File: src/rtl/seq_u_bam_mul_ctrl.sv
// Sequential unsigned broken-array (BAM) approximate multiplier: one kept partial-product row per clock.
// Optional exact mode via `define SEQ_U_BAM_MUL_CTRL_EXACT_EN (adds the exact input port).
module seq_u_bam_mul_ctrl #(
    parameter int unsigned N = 8,
    parameter int unsigned H = 6,
    parameter int unsigned V = 11
) (
    input  logic            clk,
    input  logic            rst,
    input  logic            in_valid,
    output logic            in_ready,
    input  logic [N-1:0]    a,
    input  logic [N-1:0]    b,
`ifdef SEQ_U_BAM_MUL_CTRL_EXACT_EN
    input  logic            exact,
`endif
    output logic            out_valid,
    input  logic            out_ready,
    output logic [2*N-1:0]  out,
    output logic            busy
);

    localparam int unsigned PW = 2 * N;
    localparam int unsigned RW = (N > 2) ? $clog2(N) : 1;

    typedef enum logic [1:0] {
        S_IDLE = 2'd0,
        S_RUN  = 2'd1,
        S_DONE = 2'd2
    } state_t;

    state_t          r_state;
    state_t          w_state_nxt;
    logic            w_accept;
    logic            w_exact;
    logic [RW-1:0]   w_start_row;
    logic [N-1:0]    w_mask;
    logic [N-1:0]    w_row_bits;
    logic [PW-1:0]   w_row_term;

    logic [N-1:0]    r_a;
    logic [N-1:0]    r_b;
    logic [PW-1:0]   r_acc;
    logic [RW-1:0]   r_row;
    logic            r_in_ready;
    logic            r_out_valid;
    logic            r_busy;

    // Columns kept in row j: bit i survives iff i+j reaches the vertical break.
    function automatic logic [N-1:0] col_mask(input logic [RW-1:0] j);
        logic [N-1:0] m;
        m = '0;
        for (int unsigned i = 0; i < N; i++) begin
            m[i] = ((i + 32'(j)) >= V);
        end
        return m;
    endfunction

`ifdef SEQ_U_BAM_MUL_CTRL_EXACT_EN
    logic r_exact;

    always_ff @(posedge clk) begin
        if (rst) begin
            r_exact <= 1'b0;
        end else if (w_accept) begin
            r_exact <= exact;
        end
    end

    assign w_exact     = r_exact;
    assign w_start_row = exact ? RW'(0) : RW'(H);
`else
    assign w_exact     = 1'b0;
    assign w_start_row = RW'(H);
`endif

    assign w_mask     = w_exact ? {N{1'b1}} : col_mask(r_row);
    assign w_row_bits = r_a & {N{r_b[r_row]}} & w_mask;
    assign w_row_term = PW'(w_row_bits) << r_row;

    always_ff @(posedge clk) begin
        if (rst) begin
            r_state <= S_IDLE;
        end else begin
            r_state <= w_state_nxt;
        end
    end

    always_comb begin
        w_state_nxt = r_state;
        w_accept    = 1'b0;
        case (r_state)
            S_IDLE: begin
                if (in_valid && r_in_ready) begin
                    w_accept    = 1'b1;
                    w_state_nxt = S_RUN;
                end
            end
            S_RUN: begin
                if (r_row == RW'(N - 1)) begin
                    w_state_nxt = S_DONE;
                end
            end
            S_DONE: begin
                if (out_ready) begin
                    w_state_nxt = S_IDLE;
                end
            end
            default: w_state_nxt = S_IDLE;
        endcase
    end

    // Operand capture and row-by-row accumulation; zero rows still take a cycle.
    always_ff @(posedge clk) begin
        if (rst) begin
            r_a   <= '0;
            r_b   <= '0;
            r_acc <= '0;
            r_row <= '0;
        end else if (w_accept) begin
            r_a   <= a;
            r_b   <= b;
            r_acc <= '0;
            r_row <= w_start_row;
        end else if (r_state == S_RUN) begin
            r_acc <= r_acc + w_row_term;
            r_row <= r_row + RW'(1);
        end
    end

    // Handshake flags registered from the next state so they align with r_state.
    always_ff @(posedge clk) begin
        if (rst) begin
            r_in_ready  <= 1'b1;
            r_out_valid <= 1'b0;
            r_busy      <= 1'b0;
        end else begin
            r_in_ready  <= (w_state_nxt == S_IDLE);
            r_out_valid <= (w_state_nxt == S_DONE);
            r_busy      <= (w_state_nxt != S_IDLE);
        end
    end

    assign in_ready  = r_in_ready;
    assign out_valid = r_out_valid;
    assign busy      = r_busy;
    assign out       = r_acc;

endmodule

File: config.mk
export PLATFORM = sky130hd
export DESIGN_NAME = seq_u_bam_mul_ctrl
export DESIGN_NICKNAME = d
export VERILOG_FILES = /design/src/rtl/seq_u_bam_mul_ctrl.sv
export SDC_FILE = /design/constraint.sdc
export NUM_CORES = 1
export LEC_CHECK = 0
export ABC_AREA = 1
export CORE_ASPECT_RATIO = 1.75
export CORE_MARGIN = 3
export CORE_UTILIZATION = 40
export CTS_CLUSTER_DIAMETER = 150
export DETAILED_ROUTE_END_ITERATION = 12
export PLACE_DENSITY = 0.65
export SYNTH_ARGS = -nofsm -noshare
export SYNTH_HDL_FRONTEND = slang
export SYNTH_SLANG_ARGS = --single-unit
File: constraint.sdc
create_clock -name clk -period 3.3 [get_ports clk]
set_input_delay 0.66 -clock clk [delete_from_list [all_inputs] [get_ports clk]]
set_output_delay 0.66 -clock clk [all_outputs]
set_load 0.02 [all_outputs]
==> results of run 1 <==
[layout make-up]
class	count	area, um^2
Clock inverter	2	60.1
Sequential cell	38	764
Clock buffer	6	139
Fill cell	693	3230
Inverter	47	181
Multi-Input combinational cell	316	1710
Timing Repair Buffer	41	398
Tap cell	82	103
[cell usage after synthesis, drive strengths merged]
master | n | area (um^2)
a21boi | 1 | 7.51
a21o | 2 | 15.0
a21oi | 31 | 155
and2 | 2 | 15.0
buf | 7 | 50.1
clkbuf | 7 | 26.3
conb | 1 | 3.75
dfxtp | 38 | 761
fa | 1 | 20.0
ha | 26 | 325
inv | 47 | 179
nand2 | 89 | 339
nand3 | 37 | 218
nand3b | 1 | 7.51
nand4 | 13 | 87.6
nor2 | 62 | 235
nor3 | 3 | 20.0
o2111ai | 1 | 8.76
o211ai | 2 | 15.0
o21ai | 34 | 170
o21bai | 1 | 7.51
o22ai | 1 | 6.26
or2 | 3 | 18.8
xnor2 | 1 | 8.76
xor2 | 3 | 26.3
[through the flow]
step                      worst slack (ns)  power [W]  std cells
final                                0.344    0.00159        532
after global routing                0.0342    0.00169        532
after CTS                            0.131    0.00161        532
after detailed placement             0.141   0.000947        524
after global placement               0.190   0.000940        524
after floorplan                      0.475   0.000827        415
[cells in the final DEF, fill, tap and decap left out, drive strengths merged, types with 2 or more instances in the layout]
cell,instances
xor2,3
nand4,13
dfxtp,38
inv,47
a21o,2
ha,26
or2,3
nor2,62
clkdlybuf4s50,36
clkbuf,6
nand3,37
and2,2
nor3,3
buf,5
a21oi,31
o211ai,2
conb,2
nand2,89
bufinv,2
o21ai,34
[routing by layer]
metal	routed length (um)	global-route usage [%]
met5	0	0
met4	195	9.30
met3	171	3.23
met2	3860	35.4
met1	2520	18.8
[power by group through the flow]
stage               logic, W  registers [W]  clock network (W)
detailed placement  0.000405       0.000542                  0
CTS                 0.000407       0.000532           0.000672
global route        0.000459       0.000539           0.000689
global placement    0.000399       0.000541                  0
finish              0.000404       0.000533           0.000655
floorplan           0.000275       0.000552                  0
[state kept, by name, indices dropped and copies added (netlist names)]
register / flops
r_b: 8
busy: 1
in_ready: 1
out_valid: 1
out: 15
r_row: 3
r_a: 7
r_state: 2
[worst max-delay path: cells and delay by family (launching register included)]
kind	cells	cell delay (ns)
and+or+nand+nor	9	0.94
DFF	1	0.42
buffers and inverters	2	0.17
adders and majority gates	2	0.48
AOI/OAI and AO/OA	4	0.84
[final timing paths]
check | startpoint | to | slack, ns | cells after the start
setup reg to reg | r_row[1] | out[10] | 0.34 | 17
hold reg to reg | r_b[7] | r_b[7] | 0.46 | 2
hold / removal | r_b[7] | r_b[7] | 0.46 | 2
setup / recovery | r_row[1] | out[10] | 0.34 | 17
[logic make-up (layout without fill, tap and decap cells)]
kind of cell | count (synthesis) | after routing | synth area share [%]
compound gates | 73 | 73 | 14.1
xor+xnor | 4 | 4 | 1.29
other cells | 1 | 2 | 0.138
simple gates | 210 | 210 | 34.5
fa+ha+maj | 27 | 27 | 12.7
flops | 38 | 38 | 27.9
buf+inv | 61 | 96 | 9.36
==> impl_results.md, run 1 <==
* Achievable clock frequency at 338 MHz
* Hold_buf cts at 0
* Fin util at 51.0%
* CP max-delay cell: dfxtp_2
* Final period utilization at 89.6%
* Final setup violation count at 0
* Clock root buffer: clkbuf_16
* Core area at about 0.0066 mm^2
* Hold Fails Final Rpt at 0
* Drt wl/cell at roughly 13 um
* Total track usage at about a fifth
* Final setup TNS at 0 ns
* Largest net degree at the start of global routing at 29
* Max clock buf depth at 2
* Vias in the first global route at ~2,500
* Critical path required time at 3.49 ns
* FP Rows at 39
* Die area at 0.00788 mm^2
* Clock Latency Late Sink at 0.29 ns
* # IOs at 39
* Leakage at between 1.5 and 2 nW
* Reg clk slew, reported paths at ~0.060 ns
* Initial DRC Count at 45
* Most frequent CP cell: nand2_1
* Cts repair resizes at 0
* Final RePlAce weighted congestion at roughly 0.87
* Critical-path cell list: inv_4 -> ha_1 -> nand2_1 -> nand2_1 -> a21oi_1 -> nand4_1 -> nand3_1 -> nand3_1 -> nand2_1 -> ha_1 -> a21oi_1 -> o21bai_1 -> nand3b_1 -> nand2_1 -> nand2_1 -> o21ai_0 -> inv_1
* Final Cell Area at 0.00336 mm^2
* Fraction of layout cells with a size suffix above 1 at a little under 7%
* Max Cap Viol at 0
* Sw Pwr at approximately 0.00048 W
* Clk sinks at 38
* Syn avg cell area at ~6.6 um^2
* Synth unique cells at 37
* Vias per std cell at about 5
* Clock period minus worst slack at approximately 3 ns
* DRC Markers at 0
* DP Area at roughly 0.0032 mm^2
* Diodes inserted at 0
* Headroom to the max-slew limit at 54.4%
* Min-Delay Path Class: reg -> reg
* Global-route wire length before repair at about 11 mm
* CP Launch Type: flop
* Detail Route Antenna Nets at 0
* WHS at 0.456 ns
* Initial antenna violation count at 0
* Synth Warn # at 0
* CTS tree: built
* GRT overflow at 0
* Pins Over Slew Limit at 0
* Combinational power share at between 20 and 30%
* Clk_skew at approximately 0.0056 ns
* PwrDens at 474 mW/mm^2
* Nets at around 500
* HPWL Detailed at ~5.3 mm
* Sw frac at a little over 30%
* RSZ-0062 raised after global routing: false
* Post-CTS Setup Bufs at 0
* DRT Pass-1 Iters at 4
* Mapped Cells at ~410
* Pint at approximately 0.0011 W
* Routed WL at roughly 6.7 mm
* Power share of the clock group at about two fifths
* Die X at ~68 um
* H-tree Lvls at 2
* Yosys reg bits at 38
* Register area share after synthesis at approximately 28%
* WS Path Type: reg -> reg
* Worst-Margin Slew at 0.684 ns
* Cell area after synthesis at roughly 0.0027 mm^2
* Synthesis-to-finish area growth at 23.2%
* TritonCTS buffer count at 5
* VDD IR max at 0.214 mV
* Critical Path Fanout Max at 15
* CP Data Arrival Time at approximately 3.1 ns
* Status: finished clean
* Starting Density at 41.4%
* Critical Path Max Stage Delay at ~0.42 ns
* Die H at ~120 um
* DR vias at between 2,000 and 3,000
* CP endpoint kind: flop
* Sequential share of power at 33.5%
* Port bufs at 36
No activity file was read; power rests on OpenSTA's default activity.
==> inputs of run 2 (changes only) <==
--- a/config.mk
+++ b/config.mk
@@ -11,6 +11,7 @@
 export CORE_UTILIZATION = 40
 export CTS_CLUSTER_DIAMETER = 150
 export DETAILED_ROUTE_END_ITERATION = 12
+export MAX_ROUTING_LAYER = met4
 export PLACE_DENSITY = 0.65
 export SYNTH_ARGS = -nofsm -noshare
 export SYNTH_HDL_FRONTEND = slang
==> impl_results.md, run 2 (synthesis results as in run 1) <==
* DP Worst Slack at 0.211 ns (+0.0694 ns)
* Sw frac at 32.3% (+2.1 points)
* Max clock buf depth at 2 (unchanged)
* Clock period minus worst slack at 3.04 ns (+0.0856 ns)
* Vias per std cell at 5.07 (+1.2%)
* Final period utilization at 92.2% (+2.6 points)
* Critical-path cell list: inv_1 -> ha_1 -> a21oi_1 -> nor2_1 -> nand4_1 -> nand3_1 -> nand3_1 -> nand2_1 -> ha_1 -> a21oi_1 -> o21bai_1 -> nand3b_1 -> nand2_1 -> nand2_1 -> o21ai_0 -> inv_1
* Clock Latency Late Sink at 0.28 ns (about the same)
* Post-route total power at 0.00150 W (-6.0%)
* Commonest non-fill, non-tap cell in the layout: nand2_1
* CTS tree: built
* Headroom to the max-slew limit at 56.8% (+2.5 points)
* Sequential share of power at 35.5% (+2.0 points)
* Register-to-Register Setup Slack at 0.26 ns (-0.09 ns)
* Worst setup margin at 0.259 ns (-0.0856 ns)
* Placed cells at 524 (unchanged)
* Combinational power share at 27.2% (+1.8 points)
* Clk_skew at 0.00190 ns (-0.00370 ns)
* Min-Delay Path Class: reg -> reg
* Max Cap Viol at 0 (unchanged)
* Clock root buffer: clkbuf_16
* Leakage at 1.62 nW (-1.3%)
* Hold Fails Final Rpt at 0 (unchanged)
* Port bufs at 36 (unchanged)
* Critical path required time at 3.48 ns (about the same)
* Pins Over Slew Limit at 0 (unchanged)
* Fin cells at 532 (unchanged)
* CP Data Arrival Time at 3.22 ns (+0.08 ns)
* RSZ-0062 raised after global routing: false
* Final setup TNS at 0 ns (unchanged)
* Routed WL at 6.78 mm (+0.55%)
* Initial antenna violation count at 0 (unchanged)
* Crit-path leading delay family: simple AND/OR/NAND/NOR gates
* Status: finished clean
* Reg clk slew, reported paths at 0.06 ns (about the same)
* DRC Markers at 0 (unchanged)
* WS Path Type: reg -> reg
* Die X at 68.4 um (unchanged)
* Nets at 496 (unchanged)
* Core area at 0.00659 mm^2 (unchanged)
* Critical Path Max Stage Delay at 0.53 ns (+0.11 ns)
* Largest register FFs at 15 (unchanged)
* Vias in the first global route at 2,576 (+3.2%)
* Starting Density at 41.4% (unchanged)
* Sw Pwr at 0.000484 W (+0.57%)
* Pint at 0.00101 W (-8.8%)
* HPWL Detailed at 5.43 mm (+1.6%)
* Total track usage at 19.4% (+0.58 points)
* Detail Route Antenna Nets at 0 (unchanged)
* Worst-Margin Slew at 0.647 ns (-0.0371 ns)
* Clk sinks at 38 (unchanged)
* PwrDens at 448 mW/mm^2 (-5.4%)
* Die area at 0.00788 mm^2 (unchanged)
* Most frequent CP cell: nand2_1
* GRT overflow at 0 (unchanged)
* FP Rows at 39 (unchanged)
* Fraction of layout cells with a size suffix above 1 at 7.33% (+0.44 points)
* Drt wl/cell at 12.8 um (+0.55%)
* Power share of the clock group at 37.2% (-3.9 points)
* DR vias at 2,697 (+1.2%)
* Achievable clock frequency at 329 MHz (-2.8%)
* Global-route wire length before repair at 11.3 mm (+1.2%)
* Largest net degree at the start of global routing at 29 (unchanged)
* TritonCTS buffer count at 5 (unchanged)
* Cts repair resizes at 0 (unchanged)
* Worst path buffer plus inverter count at 2 (unchanged)
* H-tree Lvls at 2 (unchanged)
* VDD IR max at 0.312 mV (+46%)
* Most frequent cells in the layout: nand2_1 (87), nor2_1 (61), inv_1 (45)
* Post-CTS Setup Bufs at 0 (unchanged)
* DRT Pass-1 Iters at 4 (unchanged)
* Critical Path Fanout Max at 8 (-7)
* Diodes inserted at 0 (unchanged)
* Initial DRC Count at 94 (+110%)
* CP Launch Type: flop
* # IOs at 39 (unchanged)
* Hold_buf cts at 0 (unchanged)
* CP endpoint kind: flop
* Final setup violation count at 0 (unchanged)
* Final RePlAce weighted congestion at 0.934 (+6.9%)
* Synthesis-to-finish area growth at 22.4%
* Die H at 115 um (unchanged)
* CP max-delay cell: dfxtp_1
==> run 2: cell types whose count changed in the layout (fill, tap and decap cells not counted) <==
cell / before / now
o21ai_1: 0 / 1
inv_2: 0 / 1
a21oi_1: 31 / 28
a21oi_2: 0 / 3
o21ai_0: 34 / 33
clkbuf_8: 1 / 0
dfxtp_2: 3 / 2
inv_4: 2 / 1
bufinv_16: 2 / 1
clkinvlp_4: 0 / 2
dfxtp_1: 35 / 36
==> run 2: area by class of cell <==
class / instances / area (um^2)
sequential: 38 / 763
multi-input combinational: 316 / 1730
inverter: 47 / 179
clock buffer: 5 / 125
clock inverter: 3 / 45.0
timing repair buffer: 41 / 398
tap: 82 / 103
fill: 715 / 3250
==> run 2: worst paths after layout <==
check           start       to  cells past startpoint
min            r_b[7]   r_b[7]                      2
min reg2reg    r_b[7]   r_b[7]                      2
max          r_row[2]  out[10]                     16
max reg2reg  r_row[2]  out[10]                     16
==> run 2: routing by layer <==
layer | routed length, um | global-route usage [%] | vias up
met4 | 280 | 10.2 | 0
li1 | - | - | 1430
met1 | 2530 | 17.8 | 1212
met2 | 3820 | 35.9 | 36
met5 | 0 | - | -
met3 | 156 | 3.42 | 19
==> run 2: worst register-to-register path: cells and delay by family (launching register included) <==
kind / cells / cell delay (ns)
DFF: 1 / 0.53
and+or+nand+nor: 8 / 0.81
AOI/OAI and AO/OA: 4 / 0.75
buffers and inverters: 2 / 0.20
adders and majority gates: 2 / 0.64
==> run 2: power by group through the flow <==
stage | clock network (W) | logic (W) | registers, W
floorplan | 0 | 0.000275 | 0.000552
global placement | 0 | 0.000401 | 0.000540
detailed placement | 0 | 0.000408 | 0.000541
CTS | 0.000578 | 0.000409 | 0.000531
global route | 0.000594 | 0.000463 | 0.000537
finish | 0.000557 | 0.000408 | 0.000532
==> run 2: metrics by stage <==
stage	util (%)	hold WS (ns)	cell area [um^2]
finish	50.7	0.456	3340
global route	50.7	0.481	3340
CTS	50.5	0.462	3320
detailed placement	47.9	0.451	3150
global placement	47.9	0.445	3150
floorplan	-	0.429	2730
